[src/rtl/sram_ctrl_pkg.sv]
// Shared types and defaults for the SRAM column access controller.
// Optional perf counters are enabled with SRAM_CTRL_PERF_CNT_EN.
package sram_ctrl_pkg;

  typedef enum logic [2:0] {
    ST_IDLE    = 3'd0,
    ST_PRE     = 3'd1,
    ST_SETUP   = 3'd2,
    ST_ACCESS  = 3'd3,
    ST_SENSE   = 3'd4,
    ST_RECOVER = 3'd5
  } ctrl_state_e;

  localparam int DEF_PRE_CYC   = 2;
  localparam int DEF_WL_CYC    = 2;
  localparam int DEF_SENSE_CYC = 1;
  localparam int PERF_CNT_W    = 16;

  function automatic int max3(input int a, input int b, input int c);
    int m;
    m = (a > b) ? a : b;
    return (m > c) ? m : c;
  endfunction

endpackage

[src/rtl/sram_col_onehot_dec.sv]
// Binary column index to one-hot column-mux select, forced to zero when disabled.
module sram_col_onehot_dec #(
  parameter int COL_W = 3
) (
  input  logic                  en,
  input  logic [COL_W-1:0]      col,
  output logic [2**COL_W-1:0]   onehot
);

  always_comb begin
    onehot = '0;
    if (en) begin
      onehot[col] = 1'b1;
    end
  end

endmodule

[src/rtl/sram_col_access_ctrl.sv]
// Single-request access sequencer for the column transmission-gate muxes.
// Build option: define SRAM_CTRL_PERF_CNT_EN to add saturating rd_cnt/wr_cnt outputs.
module sram_col_access_ctrl
  import sram_ctrl_pkg::*;
#(
  parameter int ROW_W     = 8,
  parameter int COL_W     = 3,
  parameter int DATA_W    = 8,
  parameter int PRE_CYC   = DEF_PRE_CYC,
  parameter int WL_CYC    = DEF_WL_CYC,
  parameter int SENSE_CYC = DEF_SENSE_CYC
) (
  input  logic                    clk,
  input  logic                    rst_n,
  input  logic                    req_valid,
  output logic                    req_ready,
  input  logic                    req_we,
  input  logic [ROW_W+COL_W-1:0]  req_addr,
  input  logic [DATA_W-1:0]       req_wdata,
  output logic [ROW_W-1:0]        row_addr,
  output logic                    wl_en,
  output logic                    precharge_n,
  output logic                    write_en,
  output logic [2**COL_W-1:0]     col_sel,
  output logic                    sense_en,
  output logic [DATA_W-1:0]       wdata_drv,
  output logic                    wdata_oe,
  input  logic [DATA_W-1:0]       sa_rdata,
  output logic                    rd_valid,
  output logic [DATA_W-1:0]       rd_data
`ifdef SRAM_CTRL_PERF_CNT_EN
  ,
  output logic [PERF_CNT_W-1:0]   rd_cnt,
  output logic [PERF_CNT_W-1:0]   wr_cnt
`endif
);

  localparam int TMR_W = $clog2(max3(PRE_CYC, WL_CYC, SENSE_CYC) + 1);

  // Handshake: a request transfers on a rising edge where req_valid && req_ready;
  // the requester must hold req_valid and its payload stable until then.

  ctrl_state_e       state_q, state_d;
  logic [TMR_W-1:0]  tmr_q, tmr_d;
  logic              we_q;
  logic [ROW_W-1:0]  row_q;
  logic [COL_W-1:0]  col_q;
  logic [DATA_W-1:0] wdata_q;
  logic [DATA_W-1:0] rd_data_q;
  logic              accept;
  logic              capture;
  logic              col_en;

  always_comb begin
    state_d = state_q;
    tmr_d   = tmr_q;
    accept  = 1'b0;
    capture = 1'b0;
    unique case (state_q)
      ST_IDLE: begin
        if (req_valid) begin
          accept  = 1'b1;
          tmr_d   = TMR_W'(PRE_CYC);
          state_d = ST_PRE;
        end
      end
      ST_PRE: begin
        if (tmr_q == TMR_W'(1)) begin
          state_d = ST_SETUP;
        end else begin
          tmr_d = tmr_q - TMR_W'(1);
        end
      end
      ST_SETUP: begin
        tmr_d   = TMR_W'(WL_CYC);
        state_d = ST_ACCESS;
      end
      ST_ACCESS: begin
        if (tmr_q == TMR_W'(1)) begin
          if (we_q) begin
            state_d = ST_RECOVER;
          end else begin
            tmr_d   = TMR_W'(SENSE_CYC);
            state_d = ST_SENSE;
          end
        end else begin
          tmr_d = tmr_q - TMR_W'(1);
        end
      end
      ST_SENSE: begin
        if (tmr_q == TMR_W'(1)) begin
          capture = 1'b1;
          state_d = ST_RECOVER;
        end else begin
          tmr_d = tmr_q - TMR_W'(1);
        end
      end
      ST_RECOVER: begin
        state_d = ST_IDLE;
      end
      default: begin
        state_d = ST_IDLE;
      end
    endcase
  end

  always_ff @(posedge clk or negedge rst_n) begin
    if (!rst_n) begin
      state_q   <= ST_IDLE;
      tmr_q     <= '0;
      we_q      <= 1'b0;
      row_q     <= '0;
      col_q     <= '0;
      wdata_q   <= '0;
      rd_data_q <= '0;
    end else begin
      state_q <= state_d;
      tmr_q   <= tmr_d;
      if (accept) begin
        we_q    <= req_we;
        row_q   <= req_addr[ROW_W+COL_W-1:COL_W];
        col_q   <= req_addr[COL_W-1:0];
        wdata_q <= req_wdata;
      end
      if (capture) begin
        rd_data_q <= sa_rdata;
      end
    end
  end

  // Outputs decode straight from the state register so an async reset clears them at once.
  // write_en is held for the whole access and only drops in IDLE, where col_sel is already 0.
  always_comb begin
    req_ready   = 1'b0;
    precharge_n = 1'b1;
    wl_en       = 1'b0;
    write_en    = 1'b0;
    col_en      = 1'b0;
    sense_en    = 1'b0;
    wdata_oe    = 1'b0;
    rd_valid    = 1'b0;
    unique case (state_q)
      ST_IDLE: begin
        req_ready   = 1'b1;
        precharge_n = 1'b0;
      end
      ST_PRE: begin
        precharge_n = 1'b0;
        write_en    = we_q;
      end
      ST_SETUP, ST_ACCESS: begin
        write_en = we_q;
        wl_en    = 1'b1;
        col_en   = 1'b1;
        wdata_oe = we_q;
      end
      ST_SENSE: begin
        write_en = we_q;
        wl_en    = 1'b1;
        col_en   = 1'b1;
        sense_en = !we_q;
      end
      ST_RECOVER: begin
        write_en = we_q;
        rd_valid = !we_q;
      end
      default: begin
        req_ready = 1'b0;
      end
    endcase
  end

  assign wdata_drv = wdata_oe ? wdata_q : '0;
  assign row_addr  = row_q;
  assign rd_data   = rd_data_q;

  sram_col_onehot_dec #(
    .COL_W (COL_W)
  ) u_col_dec (
    .en     (col_en),
    .col    (col_q),
    .onehot (col_sel)
  );

`ifdef SRAM_CTRL_PERF_CNT_EN
  logic [PERF_CNT_W-1:0] rd_cnt_q;
  logic [PERF_CNT_W-1:0] wr_cnt_q;

  always_ff @(posedge clk or negedge rst_n) begin
    if (!rst_n) begin
      rd_cnt_q <= '0;
      wr_cnt_q <= '0;
    end else if (accept) begin
      if (!req_we && (rd_cnt_q != '1)) begin
        rd_cnt_q <= rd_cnt_q + PERF_CNT_W'(1);
      end
      if (req_we && (wr_cnt_q != '1)) begin
        wr_cnt_q <= wr_cnt_q + PERF_CNT_W'(1);
      end
    end
  end

  assign rd_cnt = rd_cnt_q;
  assign wr_cnt = wr_cnt_q;
`endif

endmodule
[config.mk]
export PLATFORM = sky130hd
export DESIGN_NAME = sram_col_access_ctrl
export DESIGN_NICKNAME = d
export VERILOG_FILES = /design/src/rtl/sram_ctrl_pkg.sv /design/src/rtl/sram_col_onehot_dec.sv /design/src/rtl/sram_col_access_ctrl.sv
export SDC_FILE = /design/constraint.sdc
export NUM_CORES = 1
export LEC_CHECK = 0
export CORE_MARGIN = 2
export CORE_UTILIZATION = 30
export CTS_BUF_LIST = sky130_fd_sc_hd__clkbuf_16
export DETAILED_ROUTE_END_ITERATION = 8
export HOLD_SLACK_MARGIN = 0.1
export PLACE_DENSITY = 0.71
export SLEW_MARGIN = 20
export SYNTH_ARGS = -nofsm -noshare
export SYNTH_HDL_FRONTEND = slang
export SYNTH_SLANG_ARGS = --single-unit
[constraint.sdc]
create_clock -name clk -period 2.1 [get_ports clk]
set_input_delay 0.525 -clock clk [delete_from_list [all_inputs] [get_ports clk]]
set_output_delay 0.525 -clock clk [all_outputs]
set_load 0.1 [all_outputs]
## After elaboration in Yosys (flattened, before gate mapping)

Index checks and enable logic that the tools add are counted.

| storage, ports and cells | value |
|---|---|
| register bits after elaboration | 33 |
| bits in latches | 0 |
| RAM bits | 0 |
| ROM bits | 0 |
| input bits | 31 |
| output and inout bits | 39 |
| logic and storage cells | 59 |
| memories | 0 |

| operators by class | value |
|---|---|
| add/sub/neg operators | 1 |
| multiply operators | 0 |
| divide/modulo/power cells | 0 |
| $lt $le $gt $ge | 2 |
| equality and inequality tests | 12 |
| shift operators | 0 |
| mux-type cells | 26 |
| bitwise gates (word level) | 0 |
| reductions and logical operators | 11 |

Operators by type and width:

| operator | number |
|---|---|
| 8-bit two-way mux | 2 |
| 3-bit case mux with 5 select lines | 1 |
| 1-bit two-way mux | 13 |
| 3-bit two-way mux | 4 |
| 2-bit != test (second input constant) | 5 |
| 2-bit two-way mux | 4 |
| 2-bit case mux with 4 select lines | 1 |
| 4-bit AND reduction | 2 |
| 3-bit by 2-bit == test with 1-bit output (second input constant) | 2 |
| 3-bit == test (second input constant) | 2 |
| 2-bit OR reduction | 3 |
| 5-bit OR reduction | 1 |
| 3-bit by 4-bit less-than comparator with 1-bit output (second input constant) | 1 |
| 4-bit nonzero test | 1 |
| 1-bit demux with 3-bit select | 1 |
| 3-bit by 1-bit == test with 1-bit output (second input constant) | 1 |
| 3-bit by 1-bit greater-or-equal comparator with 1-bit output (second input constant) | 1 |
| 3-bit zero test | 1 |
| 3-bit != test (second input constant) | 1 |
| 3-bit OR reduction | 1 |
| 2-bit by 1-bit == test with 1-bit output (second input constant) | 1 |
| 2-bit by 1-bit subtractor with 2-bit output (second input constant) | 1 |
| 1-bit logical AND | 1 |
| 1-bit zero test | 1 |

## Logic depth before layout (Yosys ltp)

Gate-level depths: netlist (run 1).

| logic depth | value |
|---|---|
| word-level depth | 5 |
| depth in mapped cells | 6 |
| depth with buffers taken out | 6 |

## By module

From an unflattened synthesis (run 1), not the netlist that was laid out.

| unflattened totals | value |
|---|---|
| cells, all modules | 121 |
| area total of the unflattened synthesis | 1,626.6 um^2 |

By module, submodules not included:

| module | times used | cells each | area an instance (um^2) |
|---|---|---|---|
| sram_col_access_ctrl | 1 | 113 | 1,530.2 |
| sram_col_onehot_dec | 1 | 8 | 96.3 |

## Worst setup path before layout (run 1)

No wires, ideal clock.

| path | value |
|---|---|
| path kind | register to output |
| from | reg state_q[1] |
| to | out col_sel[1] |
| data arrival time | 3,992 ps |
| path slack | -2,417 ps |
| cell stages (with the launch flop) | 7 |
| buffers on the path | 2 |
| cell sequence | dfrtp_1 -> buf_6 -> or3b_1 -> buf_6 -> nand2_1 -> nand2_1 -> nor3_1 |

| on the way | value |
|---|---|
| longest elaborated chain between the ends | 4 |

Ends and longest elaborated chain:

| element | RTL line | RTL |
|---|---|---|
| start: declaration | sram_col_access_ctrl.sv:43 | `ctrl_state_e state_q, state_d;` |
| start signal: assignment | sram_col_access_ctrl.sv:117 | `state_q <= state_d;` |
| 3-bit == test or 3-bit by 2-bit == test with 1-bit output (tied branches) | -- |  |
| 3-bit OR reduction (no source line) * | -- |  |
| 1-bit two-way mux * | -- |  |
| via wl_en | sram_col_access_ctrl.sv:21 | `output logic wl_en,` |
| 8-bit two-way mux * | sram_col_onehot_dec.sv:12 | `if (en) begin` |
| end: declaration | sram_col_access_ctrl.sv:24 | `output logic [2**COL_W-1:0] col_sel,` |

The timed path passes the listed nets; every way through them passes the cells marked *.

## Worst setup path after layout (run 1)

| path | value |
|---|---|
| from | reg state_q[2] |
| to | out col_sel[0] |

| on the way | value |
|---|---|
| longest elaborated chain between the ends | 4 |

Ends and longest elaborated chain:

| element | RTL line | RTL |
|---|---|---|
| 3-bit == test or 3-bit by 2-bit == test with 1-bit output (tied branches) | sram_col_access_ctrl.sv:142 | `unique case (state_q)` |
| 3-bit OR reduction (no source line) * | -- |  |
| 1-bit two-way mux * | sram_col_access_ctrl.sv:142 |  |
| 8-bit two-way mux * | sram_col_onehot_dec.sv:12 |  |

Every way passes the cells marked *; elsewhere a longest branch is shown, timed or not.

==> reports/metrics.yaml, run 1 <==
status: "finished, violations left"
violations: "negative setup slack"
ant_nets: 0
setup_viol_count_final: 8
ys_top_cells_by_area: "dfrtp_1 (53%), mux2_2 (14%), mux2_1 (5.8%), and2_1 (3.6%), nor2_1 (2.9%)"
synth_enable_flop_cells: 0
fin_ws_ns: -0.0747
grt_max_degree: 34
syn-num-nets: 160
grt_first_pass_wirelength_mm: 6.72
synth.top_cell.area_share_pct: 52.8
portBuffers: 69
wl_mm: 3.93
worst_pin_slew_ns: 0.419
crit_path_end_kind: "primary output"
pin_count: 70
skew_ns: 0.00280
synth_area_um2: 1560
path_clk_slew_ns: 0.05
track_usage_pct: 14.5
register_area_um2: 826
fin_crit_sh_pct: 104
clk_latency_ns: 0.27
design.die.area_um2: 5810
drtIter0Drc: 34
cp_max_fo: 4
syn_to_final_growth_pct: 88.6
placed_area_um2: 2770
cts_buffer_depth: 2
n_antenna_cell: 0
max_freq_ghz: 0.460
grt-ovfl-total: 0
arrival_ns: 1.65
ys.flop_type: "dfrtp_1"
antenna_found_initial: 0
yosysWarnings: 0
required_ns: 1.57
postSynth.asyncResetShare_pct: 100
place.gp.congestion: 0.753
crit_type: "flop to primary output"
synth.avg_cell_area_um2: 12.3
finish.instance_area_um2: 2950
yosys.area.top_type: "dfrtp_1"
cts_made_buffers: 5
cts_tree: "done"
cts_htree_levels: 2
multiInputGateArea_um2: 933
dieHeight_um: 76.2
fill_cells: 427
startpoint_type: "flop"
synth_cells: 127
ctsHoldBuffers: 0
synth_common_cells: "dfrtp_1 (33), mux2_2 (19), nor2_1 (12), and2_1 (9), mux2_1 (8)"
maxCapViolations: 0
worstHoldPathType: "flop to flop"
tns_ns: -0.236
wl_per_cell_um: 14.2
finalHoldViolations: 0
slew_violations: 0
period_minus_slack_ns: 2.17
yosysMostFrequentCell: "dfrtp_1"
drive_gt1_share_pct: 51.9
grt_pass1_vias: 1289
dieWidth_um: 76.2
cts-root-buf: "clkbuf_16"
rsz0062_at_grt: "true"
detailed_place_hpwl_mm: 2.91
viasPerCell: 4.46
core_um2: 5070
start_util_pct: 30.8
drt_pass1_iterations: 4
yosysSeqAreaShare_pct: 52.8
cts_sinks: 33
rows: 26
relSlewSlack_pct: 72.1
synth-seq-cells: 33
vias: 1239
synthDistinctLibCells: 28
nets: 240
drc: 0
-- routing by layer --
layer	vias to the layer above	global-route usage, %	wire (um)
li1	595	-	-
met1	601	20.2	1800
met2	41	22.7	1910
met3	2	3.67	203
met4	0	3.82	16
met5	-	0	0
-- cells in the final DEF, fill, tap and decap left out, types with 2 or more instances in the layout --
master | netlist | layout
a21oi_1 | 3 | 3
and2_4 | 0 | 9
buf_12 | 0 | 23
buf_4 | 2 | 25
clkbuf_16 | 0 | 5
clkdlybuf4s50_1 | 0 | 30
clkinv_2 | 0 | 2
dfrtp_1 | 33 | 33
ha_1 | 2 | 2
inv_1 | 3 | 3
mux2_1 | 8 | 8
mux2_4 | 1 | 20
nand2_1 | 5 | 3
nand2_8 | 0 | 2
nand2b_1 | 7 | 5
nor2_1 | 12 | 4
nor2_4 | 1 | 9
nor3_4 | 0 | 3
o21ai_0 | 4 | 4
-- flip-flops by register name (all words and copies together), names as in the netlist --
signal and flops:
tmr_q 2, row_addr 8, col_q 3, we_q 1, state_q 3, wdata_q 8, rd_data 8
-- logic make-up (layout without fill, tap and decap cells) --
| logic type | Yosys count | after routing | synth area share, % |
|---|---|---|---|
| simple gates | 43 | 44 | 16.4 |
| xor+xnor | 2 | 2 | 1.12 |
| fa+ha+maj | 2 | 2 | 1.60 |
| buf+inv | 9 | 89 | 3.76 |
| compound gates | 9 | 9 | 3.28 |
| mux | 29 | 29 | 21.0 |
| flops | 33 | 33 | 52.8 |
-- critical path, cell delays in order, from the launching register on --
cell and delay [ns]:
dfrtp_1 0.38, or3b_4 0.43, nand2_8 0.10, nand2b_4 0.11, nor3_4 0.16, buf_12 0.20
-- layout make-up --
cell class	instances	share of cell area (%)
clock buffers	5	4.24
well taps	70	2.97
multi-input cells	86	31.7
repair buffers	78	32.2
inverters	3	0.382
flip-flops and latches	33	28.0
clock inverters	3	0.594
-- repair_timing --
| action | CTS | global route |
|---|---|---|
| pin swaps | 5 | 1 |
| setup endpoints to repair | 18 | 18 |
| gates cloned | 1 | 0 |
| resized for setup | 4 | 0 |
| buffers inserted | 1 | 1 |
-- through the flow --
step | worst slack, ns | std cells | util (%) | hold slack (ns)
2_1_floorplan | -0.570 | 127 | - | 0.229
3_3_place_gp | 0.0860 | 267 | 54.5 | 0.470
3_5_place_dp | 0.0424 | 267 | 54.5 | 0.476
4_1_cts | -0.103 | 277 | 58.0 | 0.489
5_1_grt | -0.145 | 278 | 58.1 | 0.507
6_report | -0.0747 | 278 | 58.1 | 0.485
-- worst paths after layout --
kind / start / endpoint / slack [ns] / depth (start not counted)
setup / recovery: state_q[2] / col_sel[0] / -0.07 / 5
hold / removal: rd_data[2] / rd_data[2] / 0.48 / 1
setup reg to reg: state_q[1] / row_addr[3] / 0.33 / 4
hold reg to reg: rd_data[2] / rd_data[2] / 0.48 / 1
max in group asynchronous: rst_n / state_q[0] / 1.13 / 2
min in group asynchronous: rst_n / rd_data[1] / 0.67 / 2
Power of run 1 is not shown: default switching activity piles up to over one toggle a cycle in this logic, so the estimate is an artifact.
==> run 2, diff against run 1 <==
Settings changed: SLEW_MARGIN 20 to default.
==> results of run 2 <==
No change in the layout: final DEF, timing and power equal those of run 1.
Power of run 2 is left out for the same reason.
